===== config.mk =====
export PLATFORM = sky130hd
export DESIGN_NAME = game_clock_timer
export DESIGN_NICKNAME = d
export VERILOG_FILES = /design/src/rtl/game_clock_timer_pkg.sv /design/src/rtl/game_clock_timer_tick_edge_sync.sv /design/src/rtl/game_clock_timer.sv
export SDC_FILE = /design/constraint.sdc
export NUM_CORES = 1
export LEC_CHECK = 0
export ABC_CLOCK_PERIOD_IN_PS = 2900
export BUFFER_PORTS_ARGS = -buffer_cell sky130_fd_sc_hd__buf_2
export CAP_MARGIN = 20
export CORE_ASPECT_RATIO = 2
export CORE_UTILIZATION = 28
export DETAILED_ROUTE_END_ITERATION = 12
export SETUP_SLACK_MARGIN = 0.02
export SLEW_MARGIN = 10
export SYNTH_ARGS = -nofsm -noshare
export SYNTH_HDL_FRONTEND = slang
export SYNTH_HIERARCHICAL = 1
export SYNTH_SLANG_ARGS = --single-unit

===== constraint.sdc =====
create_clock -name clock_in -period 2.9 [get_ports clock_in]
set_input_delay 0.29 -clock clock_in [delete_from_list [all_inputs] [get_ports clock_in]]
set_output_delay 0.29 -clock clock_in [all_outputs]
set_load 0.02 [all_outputs]

===== src/rtl/game_clock_timer_pkg.sv =====
`default_nettype none
// ============================================================================
//  Module      : game_clock_timer_pkg
//  Description : Shared types, encodings and BCD helpers for the game clock
//                countdown timer (state encoding, MM:SS digit struct,
//                preset split and one-second BCD decrement).
//  Revision    : 1.0  initial release
// ============================================================================
package game_clock_timer_pkg;

    // Timer states; encodings are fixed so display/buzzer logic can decode them.
    typedef enum logic [1:0] {
        ST_IDLE    = 2'd0,
        ST_RUN     = 2'd1,
        ST_PAUSED  = 2'd2,
        ST_EXPIRED = 2'd3
    } state_e;

    // Upper limits of the BCD digits: ones digits and minute tens reach 9,
    // the seconds tens digit reaches 5.
    localparam logic [3:0] C_BCD_NINE = 4'd9;
    localparam logic [3:0] C_BCD_FIVE = 4'd5;

    // Largest representable preset values.
    localparam int unsigned C_MAX_MIN = 32'd99;
    localparam int unsigned C_MAX_SEC = 32'd59;

    // Current MM:SS value, one BCD digit per field, most significant first.
    typedef struct packed {
        logic [3:0] min_tens;
        logic [3:0] min_ones;
        logic [3:0] sec_tens;
        logic [3:0] sec_ones;
    } mmss_t;

    // True when the value reads 00:00.
    function automatic logic mmss_is_zero(input mmss_t v);
        return (v == 16'h0000);
    endfunction

    // True when the value reads 00:01, i.e. the next decrement expires the clock.
    function automatic logic mmss_is_one(input mmss_t v);
        return (v == 16'h0001);
    endfunction

    // Split decimal minutes/seconds into BCD digits at elaboration time.
    // Out-of-range presets are clamped so the digits always stay valid.
    function automatic mmss_t mmss_preset(input int unsigned mins, input int unsigned secs);
        int unsigned m;
        int unsigned s;
        mmss_t       r;
        m = (mins > C_MAX_MIN) ? C_MAX_MIN : mins;
        s = (secs > C_MAX_SEC) ? C_MAX_SEC : secs;
        r.min_tens = 4'(m / 32'd10);
        r.min_ones = 4'(m % 32'd10);
        r.sec_tens = 4'(s / 32'd10);
        r.sec_ones = 4'(s % 32'd10);
        return r;
    endfunction

    // Subtract one second with a BCD borrow chain. 00:00 is returned unchanged,
    // which also guarantees min_tens never underflows.
    function automatic mmss_t mmss_decrement(input mmss_t v);
        mmss_t r;
        r = v;
        if (!mmss_is_zero(v)) begin
            if (v.sec_ones != 4'd0) begin
                r.sec_ones = v.sec_ones - 4'd1;
            end else begin
                r.sec_ones = C_BCD_NINE;
                if (v.sec_tens != 4'd0) begin
                    r.sec_tens = v.sec_tens - 4'd1;
                end else begin
                    r.sec_tens = C_BCD_FIVE;
                    if (v.min_ones != 4'd0) begin
                        r.min_ones = v.min_ones - 4'd1;
                    end else begin
                        r.min_ones = C_BCD_NINE;
                        r.min_tens = v.min_tens - 4'd1;
                    end
                end
            end
        end
        return r;
    endfunction

endpackage
`default_nettype wire


===== src/rtl/game_clock_timer_tick_edge_sync.sv =====
`default_nettype none
// ============================================================================
//  Module      : tick_edge_sync
//  Description : Two-flop synchronizer for an asynchronous level input plus
//                a rising-edge detector producing a one-cycle pulse in the
//                destination clock domain. Falling edges produce nothing.
//  Revision    : 1.0  initial release
// ============================================================================
module tick_edge_sync (
    input  logic clk_i,
    input  logic rst_ni,
    input  logic async_i,
    output logic rise_o
);

    logic sync1_q;
    logic sync2_q;
    logic hist_q;

    // Metastability filter followed by a one-cycle history of the synced level.
    always_ff @(posedge clk_i or negedge rst_ni) begin
        if (!rst_ni) begin
            sync1_q <= 1'b0;
            sync2_q <= 1'b0;
            hist_q  <= 1'b0;
        end else begin
            sync1_q <= async_i;
            sync2_q <= sync1_q;
            hist_q  <= sync2_q;
        end
    end

    // High for exactly one cycle after each synchronized low-to-high transition.
    assign rise_o = sync2_q & ~hist_q;

endmodule
`default_nettype wire


===== src/rtl/game_clock_timer.sv =====
`default_nettype none
// ============================================================================
//  Module      : game_clock_timer
//  Description : MM:SS BCD countdown timer for the scoreboard. Converts the
//                divider's slow square wave into one-cycle second ticks and
//                counts down under start/pause/load control, flagging expiry
//                with a level and a one-cycle strobe.
//  Revision    : 1.0  initial release
// ============================================================================
module game_clock_timer
    import game_clock_timer_pkg::*;
#(
    parameter int unsigned START_MIN = 10,
    parameter int unsigned START_SEC = 0
) (
    input  logic       clock_in,
    input  logic       reset_n,
    input  logic       tick_src,
    input  logic       start,
    input  logic       pause,
    input  logic       load,
    output logic [3:0] min_tens,
    output logic [3:0] min_ones,
    output logic [3:0] sec_tens,
    output logic [3:0] sec_ones,
    output logic       running,
    output logic       expired,
    output logic       expired_pulse
);

    // Preset digits resolved at elaboration; used for reset and for load.
    localparam mmss_t C_PRESET = mmss_preset(START_MIN, START_SEC);

    logic   sec_tick;
    state_e state_q;
    mmss_t  value_q;
    mmss_t  value_dec_d;
    logic   running_q;
    logic   expired_q;
    logic   expired_pulse_q;

    tick_edge_sync u_tick_sync (
        .clk_i   (clock_in),
        .rst_ni  (reset_n),
        .async_i (tick_src),
        .rise_o  (sec_tick)
    );

    // Value one second lower, ready for the next tick in RUN.
    assign value_dec_d = mmss_decrement(value_q);

    // Control FSM with BCD counter; status outputs are registered alongside the state.
    always_ff @(posedge clock_in or negedge reset_n) begin
        if (!reset_n) begin
            state_q         <= ST_IDLE;
            value_q         <= C_PRESET;
            running_q       <= 1'b0;
            expired_q       <= 1'b0;
            expired_pulse_q <= 1'b0;
        end else begin
            // The strobe is only ever raised on the cycle that enters EXPIRED.
            expired_pulse_q <= 1'b0;
            if (load) begin
                state_q   <= ST_IDLE;
                value_q   <= C_PRESET;
                running_q <= 1'b0;
                expired_q <= 1'b0;
            end else begin
                case (state_q)
                    ST_IDLE, ST_PAUSED: begin
                        // pause outranks start, so it also holds IDLE/PAUSED.
                        if (!pause && start) begin
                            if (mmss_is_zero(value_q)) begin
                                state_q         <= ST_EXPIRED;
                                expired_q       <= 1'b1;
                                expired_pulse_q <= 1'b1;
                            end else begin
                                state_q   <= ST_RUN;
                                running_q <= 1'b1;
                            end
                        end
                    end
                    ST_RUN: begin
                        // A tick coinciding with pause is deliberately lost.
                        if (pause) begin
                            state_q   <= ST_PAUSED;
                            running_q <= 1'b0;
                        end else if (sec_tick) begin
                            value_q <= value_dec_d;
                            if (mmss_is_one(value_q) || mmss_is_zero(value_q)) begin
                                state_q         <= ST_EXPIRED;
                                running_q       <= 1'b0;
                                expired_q       <= 1'b1;
                                expired_pulse_q <= 1'b1;
                            end
                        end
                    end
                    ST_EXPIRED: begin
                        // Only load leaves EXPIRED; value is already 00:00.
                        state_q <= ST_EXPIRED;
                    end
                    default: begin
                        state_q   <= ST_IDLE;
                        running_q <= 1'b0;
                        expired_q <= 1'b0;
                    end
                endcase
            end
        end
    end

    assign min_tens      = value_q.min_tens;
    assign min_ones      = value_q.min_ones;
    assign sec_tens      = value_q.sec_tens;
    assign sec_ones      = value_q.sec_ones;
    assign running       = running_q;
    assign expired       = expired_q;
    assign expired_pulse = expired_pulse_q;

endmodule
`default_nettype wire

==> impl_metrics.toml, run 1 <==
[run_status]
outcome = "completed"

[grt]
antenna_found_initial = 0
grt_max_degree = 25
overflow = 0
grt_pass1_wl_um = 5200
grt_use_total = 0.137
grt_pass1_vias = 1162

[cts]
cts-root-buf = "clkbuf_8"
cts_tree = "built"
clk_path_buf_depth = 2
clk_latency_ns = 0.27
path_clk_slew_ns = 0.09
cts_hold_buffers = 0
numClockSinks = 24
cts_resized = 0
post_cts_buffers = 0
htree_levels = 1
cts_made_buffers = 3

[route]
viasPerCell = 5.18
via_count = 1145
dr.pass1.iters = 4
wl_per_cell_um = 13.9
drtIter0Drc = 14
wl_um = 3080
drc_errors = 0
detail-route-antenna-nets = 0

[synth]
yosysTopAreaCellShare = 0.431
synth_cells = 141
yosysMostFrequentCell = "dfrtp_1"
async_flop_share = 1.00
yosysUniqueCellTypes = 39
ys_seq_area_frac = 0.451
syn_area_per_cell_um2 = 9.47
synth_area_leaders = "dfrtp_1 43%, ha_1 5.6%, a21oi_1 5.2%"
synthesis.area_um2 = 1340
synthTopCellsByCount = "23 x dfrtp_1, 14 x a21oi_1, 13 x inv_1, 12 x nor2_1, 9 x o21ai_0"
netlist.top_cell.by_area = "dfrtp_1"
synth-main-ff-cell = "dfrtp_1"
synth-seq-cells = 24
yosys_warnings = 6
synthesis.nets = 153
synth_enable_flop_cells = 0

[final_layout]
final_nets = 179
postLayoutCellArea_um2 = 1590
final_core_util = 0.346
area_growth_syn_to_layout_pct = 19.0
stdcell_count = 221
n_fill_cell = 514
diodes = 0
drive_gt1_frac = 0.241

[critical_path]
required_ns = 3.07
crit_type = "register to register"
path_cells = "inv_1 > ha_1 > nor3b_2 > nand3_1 > or4_1 > a221oi_1"
start_kind = "register"
crit_fanout = 11
critPathLaunch = "sec_ones[0]"
r2r-start = "sec_ones[0]"
max_stage_delay_ns = 0.56
cp_slowest_cell = "or4_1"
crit_arrival_ns = 2.45
endpoint_kind = "register"

[power_and_ir_drop]
p_leak_nw = 0.721
combPwrFrac = 0.077
powerDensity_nw_per_um2 = 439
p_seq_frac = 0.498
internal_power_mw = 0.545
power_frac_clock = 0.425
design_power_total_mw = 0.697
switching_share = 0.218
p_switching_mw = 0.152
ir_worst_vdd_mv = 0.233

[timing]
fmax_mhz = 439
rsz0062_at_grt = "false"
tns_ns = 0
period_share = 0.786
hold_violations = 0
skew_ns = 0.00342
relSlewSlack = 0.617
tightest_slew_ns = 0.575
setup_viol = 0
finalMaxSlewViolations = 0
min_period_ns = 2.28
postLayoutSetupSlackWorst_ns = 0.620
hold_slack_ns = 0.00660

[flow_run]
drv_cap = 0

[die]
core_area_um2 = 4600
start_util = 0.290
rows = 35
ioPinCount = 25
fp.dieW_um = 50.8
die_y_um = 99.7
die_area_um2 = 5060

[place]
gp_congestion = 0.711
hpwl_um = 2310
place_ws_ns = 0.615
portBuffers = 24
placed_area_um2 = 1520
dp_cells = 217

[min_path]
min_path_type = "input port to asynchronous set/reset pin"
-- cells in the final DEF (no fill, tap or decap), types with 2 or more instances in the layout --
cell	n
ha_1	6
mux2i_1	2
dfrtp_1	23
a21oi_1	14
nand4b_1	2
nor2_1	12
buf_4	2
buf_2	24
or3b_2	4
nor4_1	2
inv_1	13
nor3_1	4
o21ai_0	9
clkbuf_8	3
o31ai_1	3
or3_1	8
nand2_1	5
or4_1	6
nor3b_1	2
a211oi_1	2
-- kinds of logic after synthesis --
group,Yosys count,synth area share
and+or+nand+nor,54,0.254
AOI/OAI and AO/OA,36,0.163
DFF,24,0.451
buffers and inverters,18,0.0525
adders and majority gates,6,0.0562
muxes,3,0.0234
-- layer usage --
layer	routed length, um	share of wire	global-route usage
met3	58	0.019	0.0183
met1	1240	0.40	0.145
met4	91	0.030	0.100
met5	0	0	0
met2	1680	0.55	0.239
-- area by class of cell --
type	instances	area, um^2	area share
Timing Repair Buffer	26	135	0.0850
Inverter	13	48.8	0.0307
Clock inverter	1	30.0	0.0189
Sequential cell	24	602	0.379
Clock buffer	3	41.3	0.0260
Tap cell	55	68.8	0.0433
Multi-Input combinational cell	99	663	0.417
-- worst max-delay path, delay by kind of cell, from the launching register on --
| family | cells | cell delay [ns] |
|---|---|---|
| DFF | 1 | 0.45 |
| and+or+nand+nor | 3 | 1.18 |
| buffers and inverters | 1 | 0.09 |
| AOI/OAI and AO/OA | 1 | 0.24 |
| adders and majority gates | 1 | 0.23 |
-- registers in the layout, indices dropped and copies added (netlist names) --
signal	count
u_tick_sync/sync1_q	1
state_q	2
expired	1
min_ones	4
running	1
sec_tens	4
expired_pulse	1
u_tick_sync/hist_q	1
min_tens	4
sec_ones	4
u_tick_sync/sync2_q	1
-- final timing paths --
| kind | endpoint | slack [ns] | depth (start not counted) |
|---|---|---|---|
| min | u_tick_sync/sync1_q | 0.007 | 1 |
| max in group asynchronous | sec_tens[2] | 2.51 | 1 |
| min reg2reg | u_tick_sync/sync2_q | 0.35 | 0 |
| max | min_ones[3] | 0.62 | 6 |
| min in group clock_in | u_tick_sync/sync1_q | 0.12 | 1 |
| max reg2reg | min_ones[3] | 0.62 | 6 |
-- power by group through the flow --
stage	Combinational [mW]	Sequential [mW]	Clock [mW]
final	0.0536	0.347	0.296
after global routing	0.0594	0.349	0.318
after CTS	0.0545	0.348	0.303
after detailed placement	0.0545	0.354	0
after global placement	0.0543	0.354	0
after floorplan	0.0305	0.355	0
Power figures use the tool's default switching activity.
==> inputs of run 2 (changes only) <==
--- a/config.mk
+++ b/config.mk
@@ -5,7 +5,7 @@
 export SDC_FILE = /design/constraint.sdc
 export NUM_CORES = 1
 export LEC_CHECK = 0
-export ABC_CLOCK_PERIOD_IN_PS = 2900
+export ABC_CLOCK_PERIOD_IN_PS = 1900
 export BUFFER_PORTS_ARGS = -buffer_cell sky130_fd_sc_hd__buf_2
 export CAP_MARGIN = 20
 export CORE_ASPECT_RATIO = 2
==> constraint.sdc (replaced) <==
create_clock -name clock_in -period 1.9 [get_ports clock_in]
set_input_delay 0.19 -clock clock_in [delete_from_list [all_inputs] [get_ports clock_in]]
set_output_delay 0.19 -clock clock_in [all_outputs]
set_load 0.02 [all_outputs]
==> run 2 against run 1 <==
Net effect:
- the flow now finishes with violations (setup timing)
- sequential share of layout area shrank 7.3 points
- non-clock buffer count increased by 34
- combinational power rose by 110%
- largest cell class unchanged
==> impl_metrics.toml, run 2 (synthesis results as in run 1) <==
[timing]
fmax_mhz = 486
tightest_slew_ns = 0.579
period_share = 1.08
min_period_ns = 2.06
skew_ns = 0.00358
hold_violations = 0
hold_slack_ns = 0.0285
finalMaxSlewViolations = 0
setup_viol = 4
postLayoutSetupSlackWorst_ns = -0.157
tns_ns = -0.399
relSlewSlack = 0.614
rsz0062_at_grt = "true"

[die]
rows = 35
die_y_um = 99.7
die_area_um2 = 5060
start_util = 0.290
ioPinCount = 25
fp.dieW_um = 50.8
core_area_um2 = 4600

[route]
drtIter0Drc = 30
viasPerCell = 5.09
detail-route-antenna-nets = 0
drc_errors = 0
dr.pass1.iters = 4
wl_um = 3570
wl_per_cell_um = 14.0
via_count = 1297

[final_layout]
final_common_cell = "buf_4"
stdcell_count = 255
area_growth_syn_to_layout_pct = 48.8
final_core_util = 0.432
postLayoutCellArea_um2 = 1990
layout_common_cells = "31 x buf_4, 24 x buf_2, 19 x dfrtp_1, 13 x a21oi_1, 12 x nor2_1"
drive_gt1_frac = 0.490
final_nets = 213
diodes = 0

[cts]
path_clk_slew_ns = 0.09
cts_made_buffers = 3
htree_levels = 1
post_cts_buffers = 0
clk_path_buf_depth = 2
numClockSinks = 24
clk_latency_ns = 0.26
cts-root-buf = "clkbuf_8"
cts_tree = "built"

[critical_path]
crit_fanout = 3
r2r_end = "min_tens[3]"
r2r-start = "min_ones[0]"
crit_arrival_ns = 2.25
required_ns = 2.10
reg2reg_depth = 6
crit_type = "register to register"
endpoint_kind = "register"
start_kind = "register"
r2r_slack_ns = -0.16

[grt]
grt_use_total = 0.152
overflow = 0
grt_pass1_vias = 1331
antenna_found_initial = 0
grt_max_degree = 25
grt_pass1_wl_um = 5860

[power_and_ir_drop]
powerDensity_nw_per_um2 = 549
design_power_total_mw = 1.09
p_seq_frac = 0.484
p_switching_mw = 0.240
p_leak_nw = 0.903
combPwrFrac = 0.105
internal_power_mw = 0.852
power_frac_clock = 0.411
ir_worst_vdd_mv = 0.429
switching_share = 0.219

[place]
dp_cells = 251
portBuffers = 24
place_ws_ns = -0.149
hpwl_um = 2670
placed_area_um2 = 1800
gp_congestion = 0.816

[min_path]
hp-start = "tick_src"
hold_depth = 1
whs_endpoint = "u_tick_sync/sync1_q"
min_path_type = "input port to register"

[run_status]
outcome = "finished, violations left"
failed_checks = "setup timing"

[flow_run]
drv_cap = 0
-- run 2: cell count changes in the layout (fill, tap and decap cells not counted), moves of 3 or more --
cell / change
buf_4: +29
buf_6: +4
dfrtp_1: -4
dfrtp_2: +4
ha_1: -4
ha_4: +3
inv_1: -5
inv_2: +5
o21ai_0: -4
or3b_2: -3
or3b_4: +4
or4_1: -3
or4_4: +3
-- run 2: what timing repair did --
item,in CTS,in global routing
hold endpoints to repair,23,0
gates resized for setup,16,14
pin swaps,2,7
hold buffers,1,0
setup endpoints to repair,16,15
-- run 2: worst max-delay path: stages (launching register included) --
cell	delay, ns
dfrtp_2	0.41
inv_2	0.08
ha_4	0.13
or3b_4	0.38
or4_4	0.43
or4_4	0.43
a21oi_2	0.13
-- run 2: power groups by stage --
stage / clock network [mW] / logic [mW] / registers [mW]
after global routing: 0.489 / 0.126 / 0.530
final: 0.449 / 0.114 / 0.529
after detailed placement: 0 / 0.104 / 0.538
after global placement: 0 / 0.103 / 0.538
after floorplan: 0 / 0.0485 / 0.543
after CTS: 0.469 / 0.112 / 0.529
-- run 2: area by class of cell --
class | instances | area, um^2
fill | 478 | 2610
multi-input combinational | 99 | 783
sequential | 24 | 607
timing repair buffer | 60 | 408
tap | 55 | 68.8
inverter | 13 | 48.8
clock buffer | 3 | 41.3
clock inverter | 1 | 30.0
-- run 2: layer usage --
metal,vias up,share of wire,routed length (um),GRT usage
met5,-,0,0,0
met4,0,0.024,87,0.0748
met3,10,0.021,76,0.0138
met2,35,0.58,2080,0.295
met1,619,0.37,1320,0.151
li1,633,-,-,-
-- run 2: worst max-delay path by stage --
stage | from | to | slack (ns) | cells past startpoint
finish | min_ones[0] | min_tens[3] | -0.16 | 6
global route | min_ones[0] | min_tens[3] | -0.22 | 6
CTS | min_ones[0] | min_tens[3] | -0.15 | 6
detailed placement | min_ones[0] | min_tens[3] | -0.15 | 6
global placement | min_ones[0] | min_tens[3] | -0.11 | 6
floorplan | min_ones[0] | min_tens[3] | -0.25 | 7
==> inputs of run 3 (changes only) <==
--- a/config.mk
+++ b/config.mk
@@ -9,10 +9,12 @@
 export BUFFER_PORTS_ARGS = -buffer_cell sky130_fd_sc_hd__buf_2
 export CAP_MARGIN = 20
 export CORE_ASPECT_RATIO = 2
-export CORE_UTILIZATION = 28
+export CORE_MARGIN = 1
+export CORE_UTILIZATION = 49
 export DETAILED_ROUTE_END_ITERATION = 12
+export PLACE_DENSITY = 0.75
 export SETUP_SLACK_MARGIN = 0.02
-export SLEW_MARGIN = 10
+export SLEW_MARGIN = 20
 export SYNTH_ARGS = -nofsm -noshare
 export SYNTH_HDL_FRONTEND = slang
 export SYNTH_HIERARCHICAL = 1
==> run 3 against run 2 <==
Net effect:
- the flow still finishes with violations (setup timing)
- sequential share of layout area is essentially flat
- sequential power about the same
- via count grew 7.6%
- total power fell by 8.4%
- final cell count is 8.6% lower
- critical endpoint unchanged
- largest cell class unchanged
==> impl_metrics.toml, run 3 (synthesis results as in run 1) <==
[final_layout]
final_common_cell = "buf_4"
drive_gt1_frac = 0.502
final-seq-area_um2 = 607
final_core_util = 0.774
final_nets = 218
area_growth_syn_to_layout_pct = 49.0
postLayoutCellArea_um2 = 1990
layout_common_cells = "36 x buf_4, 24 x buf_2, 19 x dfrtp_1, 13 x a21oi_1, 11 x nor2_1"
n_fill_cell = 181
multi_input_area_um2 = 798
diodes = 0

[timing]
fmax_mhz = 484
tns_ns = -0.364
setup_viol = 6
relSlewSlack = 0.633
skew_ns = 0.00689
tightest_slew_ns = 0.550
period_share = 1.09
rsz0062_at_grt = "true"
hold_violations = 0
finalMaxSlewViolations = 0
min_period_ns = 2.07
postLayoutSetupSlackWorst_ns = -0.167

[cts]
numClockSinks = 24
cts-root-buf = "clkbuf_8"
cts_made_buffers = 3
path_clk_slew_ns = 0.09
htree_levels = 1
cts_tree = "built"
clk_path_buf_depth = 2
clk_latency_ns = 0.27

[die]
core_area_um2 = 2570
start_util = 0.519
die_y_um = 75.8
die_area_um2 = 2950
fp.dieW_um = 38.9
ioPinCount = 25
rows = 26

[power_and_ir_drop]
ir_worst_vdd_mv = 0.511
powerDensity_nw_per_um2 = 502
combPwrFrac = 0.117
internal_power_mw = 0.757
design_power_total_mw = 0.999
p_leak_nw = 0.922
p_switching_mw = 0.242
power_frac_clock = 0.354
switching_share = 0.242
p_seq_frac = 0.529

[critical_path]
required_ns = 2.10
path_delay_family = "simple AND/OR/NAND/NOR gates"
path_cells = "inv_2 > ha_4 > or3b_4 > or4_4 > or4_4 > a21oi_2"
critPathLaunch = "min_ones[1]"
crit_arrival_ns = 2.27
crit_top_cell = "or4_4"
crit_fanout = 2
r2r-start = "min_ones[1]"
start_kind = "register"
crit_buf_inv = 1
endpoint_kind = "register"
crit_type = "register to register"
max_stage_delay_ns = 0.43
cp_slowest_cell = "dfrtp_2"

[place]
placed_area_um2 = 1720
hpwl_um = 2490
place_ws_ns = -0.205
portBuffers = 24
gp_congestion = 0.763

[grt]
grt_pass1_wl_um = 5400
grt-busiest-layer = "met2"
antenna_found_initial = 0
grt_use_total = 0.254
met1_usage = 0.276
grt.met2_usage = 0.459
overflow = 0
grt_max_degree = 25
grtUsageMet3 = 0.0379
grt_pass1_vias = 1269

[run_status]
outcome = "finished, violations left"
failed_checks = "setup timing"

[route]
detail-route-antenna-nets = 0
drtIter0Drc = 24
dr.pass1.iters = 4
drc_errors = 0
via_count = 1396
wl_um = 3780
wl_per_cell_um = 16.2
viasPerCell = 5.99

[flow_run]
drv_cap = 0

[min_path]
min_path_type = "input port to register"
hp-start = "tick_src"
## run 3: layout make-up
| cell class | count | area share |
|---|---|---|
| inverter | 13 | 0.0245 |
| timing repair buffer | 65 | 0.224 |
| multi-input combinational | 99 | 0.401 |
| tap | 28 | 0.0176 |
| clock buffer | 4 | 0.0277 |
| sequential | 24 | 0.305 |
## run 3: final timing paths
| kind | cells after the start | slack [ns] | end |
|---|---|---|---|
| worst min-delay path | 1 | 0.02 | u_tick_sync/sync1_q |
| worst min register to register | 0 | 0.37 | u_tick_sync/sync2_q |
| worst max-delay path | 6 | -0.17 | min_tens[3] |
| min in group asynchronous | 2 | 0.43 | sec_tens[2] |
| max in group asynchronous | 2 | 1.06 | min_ones[0] |
| worst max register to register | 6 | -0.17 | min_tens[3] |
## run 3: layer usage
| metal | share of wire | vias to the layer above |
|---|---|---|
| met2 | 0.57 | 52 |
| met3 | 0.034 | 13 |
| met4 | 0.031 | 0 |
| met5 | 0 | - |
| li1 | - | 647 |
| met1 | 0.37 | 684 |
## run 3: per-stage QoR
| stage | cells | hold WS [ns] |
|---|---|---|
| after floorplan | 141 | -0.106 |
| after global placement | 217 | 0.198 |
| after detailed placement | 217 | 0.207 |
| after CTS | 227 | 0.0242 |
| after global routing | 233 | 0.0123 |
| final | 233 | 0.0205 |
## run 3: repair_timing
item                                    4_1_cts  5_1_grt
hold buffers                                  1        0
pin swaps                                     6        5
endpoints found under the hold margin        23        0
gates resized for setup                      20       11
endpoints found under the setup margin       16       18
setup buffers                                 5        6
## run 3: power by group through the flow
stage / Clock [mW] / Combinational [mW] / Sequential [mW]
floorplan: 0 / 0.0485 / 0.543
global placement: 0 / 0.0958 / 0.537
detailed placement: 0 / 0.0995 / 0.538
CTS: 0.348 / 0.111 / 0.528
global route: 0.378 / 0.128 / 0.530
finish: 0.354 / 0.117 / 0.528
## run 3: worst reg2reg max path: stages, from the launching register on
cell and delay (ns):
dfrtp_2 0.43, inv_2 0.08, ha_4 0.12, or3b_4 0.38, or4_4 0.43, or4_4 0.42
a21oi_2 0.13
